File: config.mk
export PLATFORM = sky130hd
export DESIGN_NAME = updown_mod_counter
export DESIGN_NICKNAME = d
export VERILOG_FILES = /design/src/rtl/updown_mod_counter.sv
export SDC_FILE = /design/constraint.sdc
export NUM_CORES = 1
export LEC_CHECK = 0
export CAP_MARGIN = 20
export CORE_UTILIZATION = 45
export CTS_BUF_LIST = sky130_fd_sc_hd__clkbuf_8
export DETAILED_ROUTE_END_ITERATION = 8
export PLACE_DENSITY = 0.88
export SKIP_LAST_GASP = 1
export SYNTH_ARGS = -nofsm -noshare
export SYNTH_HDL_FRONTEND = slang
export SYNTH_SLANG_ARGS = --single-unit
File: constraint.sdc
create_clock -name clk -period 1.87 [get_ports clk]
set_clock_uncertainty 0.2 [all_clocks]
set_input_delay 0.187 -clock clk [delete_from_list [all_inputs] [get_ports clk]]
set_output_delay 0.187 -clock clk [all_outputs]
set_load 0.005 [all_outputs]
File: src/rtl/updown_mod_counter.sv
// updown_mod_counter
//
// General-purpose N-bit up/down counter with a runtime-programmable terminal
// value (max_val). The count range is 0..max_val inclusive. At the terminal
// value the counter either wraps (SATURATE=0) or holds (SATURATE=1).
//
// Parameters
//   N         counter width in bits, legal range 2..32
//   SATURATE  0: wrap at the terminal value, 1: hold at the terminal value
//
// Ports
//   clk       rising-edge clock
//   rst       asynchronous active-low reset (count, ovf cleared, tc forced low)
//   clr       synchronous clear of count and ovf, highest priority
//   load      synchronous load of min(load_val, max_val), ovf unchanged
//   load_val  value to load
//   en        count enable
//   up        direction, 1 = up, 0 = down
//   max_val   terminal value
//   count     current count, registered
//   tc        terminal-count strobe, high in the cycle whose edge performs a
//             terminal step (combinational from state and inputs)
//   ovf       sticky flag, set on every enabled terminal step
module updown_mod_counter #(
  parameter int unsigned N        = 4,
  parameter bit          SATURATE = 1'b0
) (
  input  logic         clk,
  input  logic         rst,
  input  logic         clr,
  input  logic         load,
  input  logic [N-1:0] load_val,
  input  logic         en,
  input  logic         up,
  input  logic [N-1:0] max_val,
  output logic [N-1:0] count,
  output logic         tc,
  output logic         ovf
);

  logic [N-1:0] load_clamped;
  logic [N-1:0] step_count;
  logic         term_up;
  logic         term_dn;
  logic         above_max;
  logic         term;
  logic         step;
  logic         term_step;

  // A count above max_val (after max_val shrinks) is terminal when counting up.
  assign term_up   = (count >= max_val);
  assign term_dn   = (count == '0);
  assign above_max = (count > max_val);
  assign term      = up ? term_up : term_dn;

  assign load_clamped = (load_val > max_val) ? max_val : load_val;

  assign step      = en & ~clr & ~load;
  assign term_step = step & term;

  assign tc = term_step & rst;

  // Next count for an enabled step. Every path stays within 0..max_val, so
  // raw N-bit overflow/underflow of the +1/-1 never reaches count.
  always_comb begin
    step_count = count;
    if (up) begin
      if (term_up) begin
        step_count = SATURATE ? max_val : '0;
      end else begin
        step_count = count + N'(1);
      end
    end else begin
      if (above_max) begin
        // Snap back into range; this is not a terminal step.
        step_count = max_val;
      end else if (term_dn) begin
        step_count = SATURATE ? '0 : max_val;
      end else begin
        step_count = count - N'(1);
      end
    end
  end

  always_ff @(posedge clk or negedge rst) begin
    if (!rst) begin
      count <= '0;
      ovf   <= 1'b0;
    end else if (clr) begin
      count <= '0;
      ovf   <= 1'b0;
    end else if (load) begin
      count <= load_clamped;
    end else if (en) begin
      count <= step_count;
      if (term) begin
        ovf <= 1'b1;
      end
    end
  end

endmodule
== Word level (Yosys, flattened, before mapping) ==
Cells that the tools add are included.
Cells by class
  eq/ne operators: 1
  $add $sub $neg: 2
  reductions and logical operators: 5
  bitwise operators: 6
  $lt $le $gt $ge: 3
  multiplexer cells: 13
Operators with widths (count)
  $mux W4: 8
  $gt A4 B4 Y1: 2
  $mux W1: 5
  $add A4 B1 Y4 const B: 1
  $and A1 B1 Y1: 4
  $ge A4 B4 Y1: 1
  $logic_not A4 Y1: 1
  $reduce_bool A2 Y1: 2
  $sub A4 B1 Y4 const B: 1
  $reduce_and A3 Y1: 1
  $reduce_bool A3 Y1: 1
  $ne A2 B2 Y1 const B: 1
  $not A1 Y1: 2
Word-level totals
  bits in registers: 5

== Longest topological paths before layout ==
  depth after elaboration: 7
  gate-level depth with buffers: 7
  mapped depth without buffers: 7

== Least setup slack after synthesis ==
OpenSTA, ideal clock, no wires.
  kind: flip-flop to flip-flop
  from: register count[3]
  to: register count[1]
  setup time: 0.111 ns
  required time: 1.559 ns
  data arrival time: 1.715 ns
  stages on the path, launching flop included: 7
  setup slack: -0.156 ns
  cells stage by stage: dfrtp_1 ha_1 a21o_2 nor2_2 a21o_2 mux2i_1 a2111oi_2
On the way
  word-level cells in the longest chain between the ends: 7
  elaborated cells between the ends (all ways): 10
  those cells by class: 2 x order compare; 7 x mux; 1 x reduce/logical
Ends and longest elaborated chain
  start: declaration: line 36  | output logic [N-1:0] count,
  start signal: assignment: line 93  | count <= load_clamped;
  start signal: assignment: line 95  | count <= step_count;
  parallel branches: the longest is 3 deep, another holds $gt A4 B4 Y1
  $mux W4 *: line 67  | if (up) begin
  $mux W4 *: line 94  | end else if (en) begin
  $mux W4 *: line 92  | end else if (load) begin
  $mux W4 *: line 89  | end else if (clr) begin
Every way passes the cells marked *. The select of a mux whose other input is x is not followed.
A chain may end at the register's enable or synchronous reset.

== Worst setup path after layout ==
  from: register count[1]
  to: output port tc
On the way
  word-level cells in the longest chain between the ends: 4
  elaborated cells between the ends (all ways): 5
  those cells by class: 1 x order compare; 1 x mux; 2 x bitwise; 1 x reduce/logical
Ends and longest elaborated chain
  $ge A4 B4 Y1 or $logic_not A4 Y1 (tied branches): line 51, 52
  $mux W1 *: line 54  | assign term = up ? term_up : term_dn;
  $and A1 B1 Y1 *: line 59  | assign term_step = step & term;
  $and A1 B1 Y1 *: line 61  | assign tc = term_step & rst;
  end: declaration: line 37  | output logic tc,
Every way passes the cells marked *; elsewhere a longest branch is shown, timed or not.

==> results.tsv <==
metric	value	unit
outcome	complete, but fails checks	
failing checks	DRC, setup timing	
drt wl/cell	23.25	microns
top-area cell type share of the netlist area	16.29	%
switching share of power	38.01	%
Via Count	1068	
Req. time, crit path	1480	ps
Yosys warnings	0	
clock latency at the later pin of the worst-skew pair	230	ps
Peak VDD IR	0.0006992	V
leakage	0.0006347	uW
Die Ht	43.32	microns
Residual DRC	2	
Setup Crit Path Kind	flop to output port	
Worst Max-Slew Pin Slew	478.8	ps
Antenna Diode Count	0	
Worst-path clk slew	40	ps
# setup viols final	6	
WL final	3.697	mm
GR Util met2	73.64	%
GR Util met1	43.90	%
main combinational cell family by area after synthesis	compound AO/OA/AOI/OAI gates	
initial antenna violation count	0	
Routed Antenna Nets	0	
TritonCTS Sinks	5	
cts hold-fix bufs	0	
Seq pwr share	15.2	%
Post-Synth Adder-Cell Area	16.29	%
Synth Area in Simple Gates	24.27	%
number of I/O pins	20	
pre-CTS WS	-740.8	ps
min Tclk post-route	2253	ps
distinct cell type count after synthesis	38	
CTS tree	built	
number of I/O port buffers	19	
Num CTS Buffers	3	
multiplexer share of the synthesized area	6.678	%
layout overhead on the synthesized area	78.83	%
Placer Congestion	0.8715	
Startpoint Class	flop	
power share of the clock group	23.2	%
crit-path max FO	2	
achievable clock frequency	443.8	MHz
Initial DRC Count	99	
Core Box Area	1559	sq um
Net Count, Synth	113	
number of synthesized flops with an enable pin	0	
nets	168	
Final Power	881.9	uW
Final Instance Area	1374	sq um
M3 GR Usage	11.49	%
final hold viol count	0	
internal power	546.7	uW
GRT Overall Usage	42.10	%
Syn Inst Count	89	
first-pass GRT wire length	5.568	mm
Top Usage Layer GRT	met2	
largest net degree at the start of global routing	9	
FFs w/ async S/R, synth	100.0	%
Die X	43.32	microns
Gate power share	61.6	%
area of placed instances	1187	sq um
effective utilization at floorplan	49.28	%
Synth area leaders	dfrtp_1 16%, ha_1 16%, nor2_1 5.9%	
Mapped Area	768.2	sq um
Yosys reg bits	5	
post-synthesis sequential area ratio	16.29	%
xor/xnor cell area share of the yosys netlist	4.560	%
power per cell area	642.0	nW/um^2
Setup WS post-layout	-383.4	ps
Yosys top cell by area	dfrtp_1	
NetSw	335.2	uW
clk root buf	clkbuf_8	
syn avg cell area	8.632	sq um
drt pass-1 iters	7	
fin util	88.12	%
post-synthesis compound-gate area fraction	27.04	%
share of layout cells above drive strength 1	47.55	%
max-slew violations	0	
Max Buffers Root-to-Sink	2	
fin crit share	120.5	%
Vias/cell	6.717	
relative slew slack	67.75	%
# rows	14	
ys flop type	dfrtp_1	
RSZ-0062 raised after global routing	true	
max_cap viols	0	
Crit. End Element	output port	
HP Class	primary input to async pin	
Die ar.	1877	sq um
fill count	66	
GRT overflow	0	
detailed placement HPWL	2.313	mm
H-tree Lvls	1	
Arr. time, crit path	1870	ps
vias in the first global route	1139	
==> stage by stage <==
| step | hold WS, ps | cells | TNS [ps] |
|---|---|---|---|
| floorplan | -308.6 | 89 | -215.0 |
| global placement | 286.3 | 149 | -2818 |
| detailed placement | 341.5 | 149 | -3247 |
| CTS | 106.4 | 157 | -1460 |
| global route | 111.9 | 159 | -1921 |
| finish | 129.1 | 159 | -1776 |
==> cells in the mapped netlist (all sizes together) (2+ instances only) <==
library cell	number
xor2	2
nand4	2
a211oi	3
nand2b	2
a21o	4
a2111oi	2
xnor2	2
inv	8
nor2b	2
a21oi	3
mux2i	4
o21ai	5
nor3	4
nand2	3
nor2	13
ha	10
dfrtp	5
==> what timing repair did <==
| action | CTS | global route |
|---|---|---|
| pin swaps | 16 | 11 |
| buffers inserted | 6 | 3 |
| gates resized for setup | 29 | 4 |
| endpoints found under the setup margin | 6 | 7 |
==> metal layers <==
layer / vias to the layer above / share of wire [%]
li1: 442 / -
met1: 492 / 32
met2: 95 / 50
met3: 39 / 10
met4: 0 / 7.5
met5: - / 0
==> power groups by stage <==
stage | Sequential (uW) | Clock [uW] | Combinational (uW)
after floorplan | 140 | 0 | 214
after CTS | 133 | 207 | 487
after global routing | 135 | 222 | 561
after global placement | 131 | 0 | 394
final | 134 | 205 | 543
after detailed placement | 131 | 0 | 418
==> kinds of logic after synthesis <==
group / count (synthesis)
AND/OR/NAND/NOR: 31
buffers and inverters: 9
adder cells (fa/ha/maj): 10
multiplexers: 5
AO/OA/AOI/OAI: 25
flip-flops: 5
XOR/XNOR: 4
==> final timing paths <==
check	startpoint	endpoint	slack [ps]	cells after the start
setup / recovery	count[1]	tc	-380	6
hold / removal	rst	ovf	130	2
setup reg to reg	count[1]	count[3]	-380	8
hold reg to reg	ovf	ovf	380	2
max in group asynchronous	rst	count[3]	1210	2
min in group clk	max_val[2]	count[2]	250	3
==> flip-flops by register name (all words and copies together) (netlist names) <==
register and cells:
ovf 1, count 4
==> worst max-delay path: stages (launching register included) <==
cell     delay [ps]
dfrtp_1         420
ha_4            270
nor2b_4         140
o211a_4         240
o31a_1          260
and4_1          180
buf_2           130
==> layout by cell type (no fill, tap or decap), types with 2 or more instances in the layout <==
master           count
nand4_1              2
o21ai_0              3
a211oi_2             2
buf_6                5
dlygate4sd2_1        4
clkdlybuf4s50_1     13
nand2b_1             2
inv_2                4
nand2_1              2
nor2_1              11
inv_1                3
xor2_1               2
a21oi_2              2
ha_1                 6
mux2i_1              4
dfrtp_2              2
clkbuf_8             3
a21o_2               3
dfrtp_1              3
xnor2_1              2
nor3_1               3
ha_4                 4
buf_4               27
o21ai_1              2
==> area by class of cell <==
| class | instances | area (sq um) | area share, % |
|---|---|---|---|
| flip-flops and latches | 5 | 127.6 | 9.290 |
| repair buffers | 51 | 441.7 | 32.15 |
| multi-input cells | 75 | 705.7 | 51.37 |
| clock buffers | 3 | 41.29 | 3.005 |
| well taps | 16 | 20.02 | 1.457 |
| clock inverters | 1 | 5.005 | 0.3643 |
| inverters | 8 | 32.53 | 2.368 |
Note: power is estimated with default switching activity, not from simulation.
